[config.mk]
export PLATFORM = sky130hd
export DESIGN_NAME = in_demux_flat
export DESIGN_NICKNAME = d
export VERILOG_FILES = /design/src/rtl/host_pkg.sv /design/src/rtl/in_demux_if.sv /design/src/rtl/byte_fifo.sv /design/src/rtl/in_demux.sv /design/src/flat_wrapper.sv
export SDC_FILE = /design/constraint.sdc
export NUM_CORES = 1
export LEC_CHECK = 0
export CORE_MARGIN = 3
export CORE_UTILIZATION = 55
export CTS_CLUSTER_SIZE = 30
export DETAILED_ROUTE_END_ITERATION = 10
export PLACE_DENSITY = 0.81
export SLEW_MARGIN = 30
export SYNTH_ARGS = -nofsm -noshare
export SYNTH_HDL_FRONTEND = slang
export SYNTH_SLANG_ARGS = --single-unit
export TNS_END_PERCENT = 30
[constraint.sdc]
create_clock -name clk_i -period 3.3 [get_ports clk_i]
set_input_delay 0.66 -clock clk_i [delete_from_list [all_inputs] [get_ports clk_i]]
set_output_delay 0.66 -clock clk_i [all_outputs]
set_load 0.005 [all_outputs]
[src/rtl/host_pkg.sv]
// host_pkg -- shared definitions for the host byte-stream framing.
//   Frame layout offsets, the demux FIFO entry layout, the "length 0 means
//   256" constant and the parser state encoding (shared with reg_manager).
//   No ports.
package host_pkg;

    // Byte offsets of the header fields within a frame
    localparam int unsigned OFS_DEST    = 0;
    localparam int unsigned OFS_LEN     = 1;
    localparam int unsigned OFS_PAYLOAD = 2;

    // A length byte of zero encodes a 256-byte payload
    localparam int unsigned LEN_ZERO_MEANS = 256;

    // Destination field width inside a FIFO entry (up to 8 sinks)
    localparam int unsigned DEST_W = 3;

    typedef struct packed {
        logic [7:0]        data;
        logic [DEST_W-1:0] dest;
        logic              sof;
        logic              eof;
    } fifo_entry_t;

    // Parser state encoding
    localparam logic [1:0] ST_DEST    = 2'd0;
    localparam logic [1:0] ST_LEN     = 2'd1;
    localparam logic [1:0] ST_PAYLOAD = 2'd2;
    localparam logic [1:0] ST_DISCARD = 2'd3;

endpackage

[src/rtl/in_demux_if.sv]
// in_demux_if -- downstream byte-sink bus of in_demux.
//   imux_data_o  : payload byte at the FIFO head
//   imux_valid_o : one-hot valid, one bit per sink
//   imux_ready_i : per-sink accept
//   imux_sof_o   : head byte is first payload byte of its frame
//   imux_eof_o   : head byte is last payload byte of its frame
//   Modports: master (demux side), slave (sink side).
interface in_demux_if #(
    parameter int unsigned N_SINKS = 2
);
    logic [7:0]         imux_data_o;
    logic [N_SINKS-1:0] imux_valid_o;
    logic [N_SINKS-1:0] imux_ready_i;
    logic               imux_sof_o;
    logic               imux_eof_o;

    modport master (
        output imux_data_o, imux_valid_o, imux_sof_o, imux_eof_o,
        input  imux_ready_i
    );

    modport slave (
        input  imux_data_o, imux_valid_o, imux_sof_o, imux_eof_o,
        output imux_ready_i
    );
endinterface

[src/rtl/byte_fifo.sv]
// byte_fifo -- synchronous FIFO with registered full/empty flags.
//   clk_i, nreset_i : clock, asynchronous active-low reset
//   i_wr_en/i_wr_data : push request (ignored while o_full)
//   i_rd_en           : pop request (ignored while o_empty)
//   o_rd_data         : head entry (combinational read of memory)
//   o_full/o_empty    : registered occupancy flags
// Pointers carry one extra wrap bit, so they run modulo 2*DEPTH and
// occupancy is simply their difference.
module byte_fifo #(
    parameter int unsigned WIDTH = 8,
    parameter int unsigned DEPTH = 8
) (
    input  logic             clk_i,
    input  logic             nreset_i,
    input  logic             i_wr_en,
    input  logic [WIDTH-1:0] i_wr_data,
    input  logic             i_rd_en,
    output logic [WIDTH-1:0] o_rd_data,
    output logic             o_full,
    output logic             o_empty
);
    localparam int unsigned AW       = $clog2(DEPTH);
    localparam logic [AW:0] OCC_FULL = DEPTH[AW:0];

    logic [WIDTH-1:0] r_mem [DEPTH];
    logic [AW:0]      r_wptr;
    logic [AW:0]      r_rptr;
    logic             r_full;
    logic             r_empty;

    logic             w_push;
    logic             w_pop;
    logic [AW:0]      w_wptr_nxt;
    logic [AW:0]      w_rptr_nxt;
    logic [AW:0]      w_occ_nxt;

    // Refusal is decided on the registered flag, so a same-cycle pop never
    // makes room for a push into a full FIFO.
    assign w_push     = i_wr_en && !r_full;
    assign w_pop      = i_rd_en && !r_empty;
    assign w_wptr_nxt = r_wptr + {{AW{1'b0}}, w_push};
    assign w_rptr_nxt = r_rptr + {{AW{1'b0}}, w_pop};
    assign w_occ_nxt  = w_wptr_nxt - w_rptr_nxt;

    always_ff @(posedge clk_i or negedge nreset_i) begin
        if (!nreset_i) begin
            r_wptr  <= '0;
            r_rptr  <= '0;
            r_full  <= 1'b0;
            r_empty <= 1'b1;
        end else begin
            r_wptr  <= w_wptr_nxt;
            r_rptr  <= w_rptr_nxt;
            r_full  <= (w_occ_nxt == OCC_FULL);
            r_empty <= (w_occ_nxt == '0);
        end
    end

    always_ff @(posedge clk_i) begin
        if (w_push) begin
            r_mem[r_wptr[AW-1:0]] <= i_wr_data;
        end
    end

    assign o_rd_data = r_mem[r_rptr[AW-1:0]];
    assign o_full    = r_full;
    assign o_empty   = r_empty;
endmodule

[src/rtl/in_demux.sv]
// in_demux -- parses host frames {dest, len, payload...} and routes the
// payload bytes through a FIFO to one of N_SINKS byte sinks.
//   clk_i          : system clock (rising edge)
//   nreset_i       : asynchronous active-low reset
//   in_data_i      : host byte
//   in_rdy_i       : one-cycle strobe qualifying in_data_i (no backpressure)
//   overflow_clr_i : synchronous clear of overflow_o (a new overflow wins)
//   overflow_o     : sticky, payload byte dropped on full FIFO
//   bad_dest_o     : one-cycle pulse, header named a non-existent sink
//   imux           : in_demux_if.master sink bus (data/valid/ready/sof/eof)
// Optional feature: define IN_DEMUX_TIMEOUT_EN to abandon a frame after
// TIMEOUT idle clocks inside it.
module in_demux
    import host_pkg::*;
#(
    parameter int unsigned N_SINKS    = 2,
    parameter int unsigned FIFO_DEPTH = 8,
    parameter int unsigned TIMEOUT    = 1024
) (
    input  logic       clk_i,
    input  logic       nreset_i,
    input  logic [7:0] in_data_i,
    input  logic       in_rdy_i,
    input  logic       overflow_clr_i,
    output logic       overflow_o,
    output logic       bad_dest_o,
    in_demux_if.master imux
);
    logic [1:0]  r_state;
    logic [7:0]  r_dest;
    logic [8:0]  r_cnt;
    logic        r_first;
    logic        r_ovf;
    logic        r_bad_dest;

    logic        w_dest_ok;
    logic        w_push;
    logic        w_pop;
    logic        w_full;
    logic        w_empty;
    logic        w_refused;
    logic        w_timeout;
    fifo_entry_t w_wr_entry;
    fifo_entry_t w_rd_entry;

    assign w_dest_ok = (r_dest < 8'(N_SINKS));
    assign w_push    = in_rdy_i && (r_state == ST_PAYLOAD);
    assign w_refused = w_push && w_full;
    assign w_pop     = |(imux.imux_valid_o & imux.imux_ready_i);

    always_comb begin
        w_wr_entry      = '0;
        w_wr_entry.data = in_data_i;
        w_wr_entry.dest = r_dest[DEST_W-1:0];
        w_wr_entry.sof  = r_first;
        w_wr_entry.eof  = (r_cnt == 9'd1);
    end

    byte_fifo #(
        .WIDTH ($bits(fifo_entry_t)),
        .DEPTH (FIFO_DEPTH)
    ) u_fifo (
        .clk_i     (clk_i),
        .nreset_i  (nreset_i),
        .i_wr_en   (w_push),
        .i_wr_data (w_wr_entry),
        .i_rd_en   (w_pop),
        .o_rd_data (w_rd_entry),
        .o_full    (w_full),
        .o_empty   (w_empty)
    );

    // Outputs are forced to zero while empty so reset presents all-zero
    // head fields regardless of stale memory contents.
    always_comb begin
        imux.imux_valid_o = '0;
        for (int unsigned k = 0; k < N_SINKS; k++) begin
            imux.imux_valid_o[k] = !w_empty && (w_rd_entry.dest == DEST_W'(k));
        end
        imux.imux_data_o = w_empty ? 8'h00 : w_rd_entry.data;
        imux.imux_sof_o  = !w_empty && w_rd_entry.sof;
        imux.imux_eof_o  = !w_empty && w_rd_entry.eof;
    end

`ifdef IN_DEMUX_TIMEOUT_EN
    localparam int unsigned IDLE_W = $clog2(TIMEOUT + 1);
    logic [IDLE_W-1:0] r_idle;

    assign w_timeout = (r_state != ST_DEST) && !in_rdy_i
                       && (r_idle == IDLE_W'(TIMEOUT - 1));

    always_ff @(posedge clk_i or negedge nreset_i) begin
        if (!nreset_i) begin
            r_idle <= '0;
        end else if ((r_state == ST_DEST) || in_rdy_i || w_timeout) begin
            r_idle <= '0;
        end else begin
            r_idle <= r_idle + 1'b1;
        end
    end
`else
    assign w_timeout = 1'b0;
`endif

    always_ff @(posedge clk_i or negedge nreset_i) begin
        if (!nreset_i) begin
            r_state    <= ST_DEST;
            r_dest     <= '0;
            r_cnt      <= '0;
            r_first    <= 1'b0;
            r_ovf      <= 1'b0;
            r_bad_dest <= 1'b0;
        end else begin
            r_bad_dest <= 1'b0;

            if (w_refused) begin
                r_ovf <= 1'b1;
            end else if (overflow_clr_i) begin
                r_ovf <= 1'b0;
            end

            case (r_state)
                ST_DEST: begin
                    if (in_rdy_i) begin
                        r_dest  <= in_data_i;
                        r_state <= ST_LEN;
                    end
                end
                ST_LEN: begin
                    if (in_rdy_i) begin
                        r_cnt   <= (in_data_i == 8'h00) ? 9'(LEN_ZERO_MEANS)
                                                        : {1'b0, in_data_i};
                        r_first <= 1'b1;
                        if (w_dest_ok) begin
                            r_state <= ST_PAYLOAD;
                        end else begin
                            r_state    <= ST_DISCARD;
                            r_bad_dest <= 1'b1;
                        end
                    end
                end
                ST_PAYLOAD, ST_DISCARD: begin
                    if (in_rdy_i) begin
                        r_first <= 1'b0;
                        if (r_cnt != 9'd0) begin
                            r_cnt <= r_cnt - 9'd1;
                        end
                        if (r_cnt <= 9'd1) begin
                            r_state <= ST_DEST;
                        end
                    end
                end
                default: r_state <= ST_DEST;
            endcase

            if (w_timeout) begin
                r_state <= ST_DEST;
                r_cnt   <= '0;
                r_first <= 1'b0;
            end
        end
    end

    assign overflow_o = r_ovf;
    assign bad_dest_o = r_bad_dest;
endmodule

[src/flat_wrapper.sv]
// flat-port wrapper written by rule: the top's interface ports become plain ports
module in_demux_flat import host_pkg::*;
#(
    parameter int unsigned N_SINKS    = 2,
    parameter int unsigned FIFO_DEPTH = 8,
    parameter int unsigned TIMEOUT    = 1024
)
  (clk_i, nreset_i, in_data_i, in_rdy_i, overflow_clr_i, overflow_o, bad_dest_o, imux_imux_data_o, imux_imux_valid_o, imux_imux_sof_o, imux_imux_eof_o, imux_imux_ready_i);
  in_demux_if #(.N_SINKS(N_SINKS)) imux_i ();
  input  logic clk_i;
  input  logic nreset_i;
  input  logic [7:0] in_data_i;
  input  logic in_rdy_i;
  input  logic overflow_clr_i;
  output logic overflow_o;
  output logic bad_dest_o;
  output wire logic [$bits(imux_i.imux_data_o)-1:0] imux_imux_data_o;
  output wire logic [$bits(imux_i.imux_valid_o)-1:0] imux_imux_valid_o;
  output wire logic [$bits(imux_i.imux_sof_o)-1:0] imux_imux_sof_o;
  output wire logic [$bits(imux_i.imux_eof_o)-1:0] imux_imux_eof_o;
  input wire logic [$bits(imux_i.imux_ready_i)-1:0] imux_imux_ready_i;
  assign imux_imux_data_o = imux_i.imux_data_o;
  assign imux_imux_valid_o = imux_i.imux_valid_o;
  assign imux_imux_sof_o = imux_i.imux_sof_o;
  assign imux_imux_eof_o = imux_i.imux_eof_o;
  assign imux_i.imux_ready_i = imux_imux_ready_i;
  in_demux #(.N_SINKS(N_SINKS), .FIFO_DEPTH(FIFO_DEPTH), .TIMEOUT(TIMEOUT)) u_core (.clk_i(clk_i), .nreset_i(nreset_i), .in_data_i(in_data_i), .in_rdy_i(in_rdy_i), .overflow_clr_i(overflow_clr_i), .overflow_o(overflow_o), .bad_dest_o(bad_dest_o), .imux(imux_i));
endmodule
==> results of run 1 <==
kinds of logic (layout without fill, tap and decap cells):
| kind of cell | Yosys count | count (layout) | synth area share (%) |
|---|---|---|---|
| flops | 136 | 136 | 69.3 |
| simple gates | 77 | 77 | 6.98 |
| mux | 49 | 49 | 14.1 |
| compound gates | 38 | 38 | 4.31 |
| buf+inv | 24 | 89 | 1.97 |
| fa+ha+maj | 9 | 9 | 1.99 |
| xor+xnor | 7 | 7 | 1.33 |
sequential cells by signal, summed over array words and instances (netlist names):
signal                 count
u_core.u_fifo.r_mem      104
u_core.r_cnt               9
u_core.r_dest              8
u_core.u_fifo.r_rptr       4
u_core.u_fifo.r_wptr       4
u_core.r_state             2
u_core.bad_dest_o          1
u_core.overflow_o          1
u_core.r_first             1
u_core.u_fifo.o_empty      1
u_core.u_fifo.o_full       1
final cells by class:
type	count	area [µm²]
clock buffer	20	468
tap	133	166
multi-input combinational	180	1660
inverter	11	41.3
sequential	136	3930
timing repair buffer	46	427
clock inverter	12	111
fill	660	3110
per-stage QoR:
step | total power [µW] | setup TNS (ns)
2_1_floorplan | 3570 | 0
3_3_place_gp | 4150 | 0
3_5_place_dp | 4220 | 0
4_1_cts | 6080 | 0
5_1_grt | 6400 | -0.120
6_report | 6070 | 0
repair_timing:
action,4_1_cts,5_1_grt
endpoints found under the setup margin,3,8
resized for setup,2,6
gates cloned,0,0
setup buffers,0,1
hold endpoints to repair,0,0
cells in the mapped netlist (4+ instances only):
master    number  area [µm²]
a21oi_1       11        55.1
ha_1           9         113
nor4_1         4        25.0
mux4_2        24         541
nand2_1       16        60.1
nor2_1        26        97.6
mux2i_1       17         170
edfxtp_1     104        3120
nand3_1        5        25.0
mux2_2         8        90.1
inv_1         11        41.3
o21ai_0       10        50.1
clkbuf_1       6        22.5
nor3_1         5        25.0
dfrtp_1       31         776
nand2b_1       5        31.3
worst max-delay path by stage:
| stage | startpoint | endpoint | slack, ns | depth (start not counted) |
|---|---|---|---|---|
| after floorplan | u_core.u_fifo.r_rptr[0] | u_core.u_fifo.o_full | 0.27 | 12 |
| after global placement | in_rdy_i | u_core.u_fifo.o_full | 0.25 | 10 |
| after detailed placement | u_core.u_fifo.r_rptr[0] | u_core.u_fifo.o_full | 0.13 | 13 |
| after CTS | u_core.u_fifo.r_rptr[0] | imux_imux_valid_o[0] | 0.03 | 7 |
| after global routing | u_core.u_fifo.r_rptr[0] | imux_imux_valid_o[1] | -0.08 | 6 |
| final | u_core.u_fifo.r_rptr[0] | imux_imux_valid_o[1] | 0.02 | 6 |
where the power goes:
group	internal, µW	switching [µW]
Clock	1100	707
Sequential	2180	242
Combinational	996	852
Total	4270	1800
metal layers:
layer	wire length, µm	vias to the layer above	share of wire [%]	global-route usage [%]
met5	0	-	0	0
met4	78	0	0.69	5.14
met3	558	9	4.9	4.92
met2	5910	105	52	35.2
met1	4730	1654	42	28.5
li1	-	1430	-	-
==> results.sh, run 1 <==
export IMPL_postSynthCellCount=340
export IMPL_antenna_found_initial=0
export IMPL_setup_slack_ns=0.0218
export IMPL_finalInstanceArea_mm2=0.00680
export IMPL_synth_seq_cells=136
export IMPL_fin_util_pct=68.6
export IMPL_clk_path_buf_depth=2
export IMPL_via_count=3198
export IMPL_critical_path_top_delay_family="multiplexers"
export IMPL_critPathMaxFanout=7
export IMPL_critPathKind="register to primary output"
export IMPL_setup_viol=0
export IMPL_critPathLaunchType="register"
export IMPL_dpl_hpwl_um=6750
export IMPL_ir_worst_vdd_uv=423
export IMPL_clk_latency_ns=0.51
export IMPL_holdBufCountCts=0
export IMPL_die_area_mm2=0.0116
export IMPL_ant_nets=0
export IMPL_r2r_end="u_core.u_fifo.o_full"
export IMPL_rrSetupSlack_ns=0.17
export IMPL_grtUsageTotal_pct=21.1
export IMPL_placed_cell_area_mm2=0.00618
export IMPL_leakage_uw=0.00252
export IMPL_numCtsBuffers=17
export IMPL_slowest_stage="clkdlybuf4s50_1"
export IMPL_ys_flop_type="edfxtp_1"
export IMPL_postSynthAreaPerCell_um2=16.7
export IMPL_first_iter_violations=229
export IMPL_final_cell_mix="104 x edfxtp_1, 30 x dfrtp_1, 26 x clkdlybuf4s50_1"
export IMPL_holdWs_ns=0.490
export IMPL_cp_arrival_ns=2.62
export IMPL_first_pass_iters=4
export IMPL_layout_commonest_cell="edfxtp_1"
export IMPL_num_io_pins=28
export IMPL_clockRootBuffer="clkbuf_8"
export IMPL_gp_congestion=0.846
export IMPL_finalHoldViolCount=0
export IMPL_cts_tree="done"
export IMPL_post_route_period_util_pct=99.3
export IMPL_hp_start="u_core.u_fifo.r_rptr[3]"
export IMPL_ys_warn_count=0
export IMPL_yosysUniqueCellTypes=46
export IMPL_min_path_cells=1
export IMPL_pre_cts_ws_ns=0.131
export IMPL_final_layout_size_suffix_gt1_share_pct=23.7
export IMPL_period_needed_ns=3.28
export IMPL_clkTransAtPathRegs_ns=0.06
export IMPL_grt_pass1_vias=3314
export IMPL_wl_per_cell_um=21.0
export IMPL_dieWidth_um=107
export IMPL_max_freq_ghz=0.305
export IMPL_r2r_start="u_core.u_fifo.r_rptr[0]"
export IMPL_slew_violations=0
export IMPL_fin_cells=538
export IMPL_hold_path_class="register to register"
export IMPL_dp_cells=505
export IMPL_grt_max_degree=33
export IMPL_synth_edf_count=104
export IMPL_skew_ns=0.00809
export IMPL_reg2reg_depth=12
export IMPL_fp_dieH_um=107
export IMPL_synth_nets=363
export IMPL_drv_cap=0
export IMPL_worstPathCellList="buf_6 > mux4_2 > mux2i_1 > nand2_1 > nor2_1 > clkdlybuf4s50_1"
export IMPL_slew_headroom_pct=67.0
export IMPL_grt_pass1_wl_um=18000
export IMPL_yosysSeqAreaShare_pct=69.3
export IMPL_routed_wl_um=11300
export IMPL_cts_sinks=136
export IMPL_synth_area_mm2=0.00566
export IMPL_hold_path_end="u_core.u_fifo.r_rptr[3]"
export IMPL_rsz0062_at_grt="true"
export IMPL_overflow=0
export IMPL_start_util_pct=57.2
export IMPL_placementRows=36
export IMPL_status="complete, no violations"
export IMPL_htreeDepth=4
export IMPL_nNetsFinal=415
export IMPL_core_area_mm2=0.00991
export IMPL_worst_pin_slew_ns=0.491
export IMPL_io_buffers=27
export IMPL_powerDensity_mw_per_mm2=893
export IMPL_cpPeakStageDelay_ns=0.51
export IMPL_synthArstFlopShare_pct=23.5
export IMPL_cp_data_required_time_ns=2.64
export IMPL_drc=0
export IMPL_antenna_cells=0
export IMPL_setup_worst_path_end_class="primary output"
export IMPL_viasPerCell=5.94
export IMPL_crit_buf_inv=2
export IMPL_syn_to_final_growth_pct=20.0
Power figures use the tool's default switching activity.
==> inputs of run 2 (changes only) <==
--- a/config.mk
+++ b/config.mk
@@ -7,6 +7,7 @@
 export LEC_CHECK = 0
 export CORE_MARGIN = 3
 export CORE_UTILIZATION = 55
+export CTS_BUF_LIST = sky130_fd_sc_hd__clkbuf_2 sky130_fd_sc_hd__clkbuf_4 sky130_fd_sc_hd__clkbuf_8
 export CTS_CLUSTER_SIZE = 30
 export DETAILED_ROUTE_END_ITERATION = 10
 export PLACE_DENSITY = 0.81
==> constraint.sdc (replaced) <==
create_clock -name clk_i -period 3.8 [get_ports clk_i]
set_input_delay 0.76 -clock clk_i [delete_from_list [all_inputs] [get_ports clk_i]]
set_output_delay 0.76 -clock clk_i [all_outputs]
set_load 0.005 [all_outputs]
==> results.sh, run 2 (same netlist as run 1, synthesis figures left out) <==
export IMPL_core_area_mm2=0.00991
export IMPL_layout_commonest_cell="edfxtp_1"
export IMPL_skew_ns=0.00914
export IMPL_netSwitchingFraction_pct=30.1
export IMPL_antenna_cells=0
export IMPL_critPathMaxFanout=17
export IMPL_combPwrFrac_pct=31.9
export IMPL_hold_path_class="register to register"
export IMPL_leakage_uw=0.00240
export IMPL_slew_violations=0
export IMPL_placed_cell_area_mm2=0.00615
export IMPL_first_pass_iters=5
export IMPL_final_cell_mix="104 x edfxtp_1, 30 x dfrtp_1, 27 x clkdlybuf4s50_1"
export IMPL_worst_pin_slew_ns=0.694
export IMPL_largest_register_ffs=104
export IMPL_pwr_share_clk_pct=24.6
export IMPL_finalHoldViolCount=0
export IMPL_grtUsageTotal_pct=20.4
export IMPL_cp_data_required_time_ns=3.04
export IMPL_cts_sinks=136
export IMPL_clk_path_buf_depth=2
export IMPL_overflow=0
export IMPL_fill_cells=670
export IMPL_critPathKind="register to primary output"
export IMPL_placementRows=36
export IMPL_numCtsBuffers=17
export IMPL_ant_nets=0
export IMPL_critPathLaunchType="register"
export IMPL_htreeDepth=4
export IMPL_max_freq_ghz=0.290
export IMPL_num_io_pins=28
export IMPL_nNetsFinal=411
export IMPL_crit_path_end="imux_imux_data_o[2]"
export IMPL_routed_wl_um=10900
export IMPL_via_count=3154
export IMPL_setup_worst_path_end_class="primary output"
export IMPL_grt_pass1_vias=3206
export IMPL_viasPerCell=5.91
export IMPL_gp_congestion=0.869
export IMPL_setup_viol=0
export IMPL_dpl_hpwl_um=6970
export IMPL_powerDensity_mw_per_mm2=736
export IMPL_p_sw_uw=1450
export IMPL_clkTransAtPathRegs_ns=0.07
export IMPL_r2r_end="u_core.u_fifo.o_full"
export IMPL_cp_arrival_ns=2.68
export IMPL_fp_dieH_um=107
export IMPL_drc=0
export IMPL_slew_headroom_pct=53.7
export IMPL_drv_cap=0
export IMPL_die_area_mm2=0.0116
export IMPL_wl_per_cell_um=20.4
export IMPL_cts_tree="done"
export IMPL_first_iter_violations=200
export IMPL_grt_max_degree=20
export IMPL_grt_pass1_wl_um=17200
export IMPL_ir_worst_vdd_uv=488
export IMPL_status="complete, no violations"
export IMPL_setup_tns_ns=0
export IMPL_cts_resized=0
export IMPL_cts_setup_buffers=0
export IMPL_holdBufCountCts=0
export IMPL_reg2reg_depth=11
export IMPL_clk_latency_ns=0.42
export IMPL_rsz0062_at_grt="false"
export IMPL_internal_power_uw=3380
export IMPL_cp_startpoint="u_core.u_fifo.r_rptr[1]"
export IMPL_final_layout_size_suffix_gt1_share_pct=22.2
export IMPL_fin_util_pct=66.2
export IMPL_clockRootBuffer="clkbuf_8"
export IMPL_antenna_found_initial=0
export IMPL_power_uw=4830
export IMPL_dieWidth_um=107
export IMPL_finalInstanceArea_mm2=0.00656
export IMPL_syn_to_final_growth_pct=15.8
export IMPL_pwr_share_seq_pct=43.5
export IMPL_r2r_start="u_core.u_fifo.r_rptr[1]"
export IMPL_rrSetupSlack_ns=0.57
export IMPL_io_buffers=27
export IMPL_post_route_period_util_pct=90.6
export IMPL_period_needed_ns=3.44
export IMPL_start_util_pct=57.2
## run 2: changes by cell type in the layout (fill, tap and decap cells not counted), moves of 2 or more
| cell | change |
|---|---|
| clkbuf_4 | +2 |
| buf_6 | -3 |
| bufinv_16 | +2 |
| clkinv_2 | +4 |
| clkbuf_16 | -18 |
| inv_4 | -4 |
| clkbuf_8 | +16 |
## run 2: worst min path at each step
stage | start | to | slack, ns | cells past startpoint
finish | u_core.u_fifo.r_rptr[3] | u_core.u_fifo.r_rptr[3] | 0.48 | 1
global route | u_core.u_fifo.r_rptr[3] | u_core.u_fifo.r_rptr[3] | 0.52 | 1
global placement | u_core.u_fifo.r_rptr[3] | u_core.u_fifo.r_rptr[3] | 0.47 | 1
detailed placement | u_core.u_fifo.r_rptr[3] | u_core.u_fifo.r_rptr[3] | 0.48 | 1
CTS | u_core.u_fifo.r_rptr[3] | u_core.u_fifo.r_rptr[3] | 0.49 | 1
floorplan | u_core.u_fifo.r_rptr[3] | u_core.u_fifo.r_rptr[3] | 0.44 | 1
## run 2: layout make-up
type / instances / area (µm²) / area share (%)
multi-input combinational: 180 / 1640 / 25.0
clock inverter: 13 / 156 / 2.38
sequential: 136 / 3930 / 59.9
clock buffer: 19 / 249 / 3.80
inverter: 11 / 41.3 / 0.629
tap: 133 / 166 / 2.54
timing repair buffer: 42 / 383 / 5.84
## run 2: layer usage
metal  share of wire, %  track usage, %  up-vias
met5                  0               0        -
met4                1.6            7.21        0
met3                4.9            4.08       16
met2                 52            33.5       95
met1                 42            27.5     1627
li1                   -               -     1416
## run 2: worst max-delay path, stage by stage, from the launching register on
cell	delay, ns
dfrtp_1	0.79
buf_4	0.36
mux4_2	0.34
mux2i_1	0.23
nor2_1	0.08
clkdlybuf4s50_1	0.45
## run 2: power by group through the flow
stage / clock network (µW) / logic, µW / registers (µW)
CTS: 1210 / 1560 / 2100
global placement: 0 / 1490 / 2110
finish: 1190 / 1540 / 2100
floorplan: 0 / 1080 / 2020
global route: 1270 / 1690 / 2130
detailed placement: 0 / 1550 / 2130
## run 2: per-stage QoR
stage / hold WS [ns] / worst slack, ns / std cells
6_report: 0.485 / 0.356 / 534
5_1_grt: 0.517 / 0.168 / 534
4_1_cts: 0.488 / 0.307 / 534
3_5_place_dp: 0.475 / 0.480 / 502
3_3_place_gp: 0.471 / 0.535 / 502
2_1_floorplan: 0.444 / 0.770 / 340
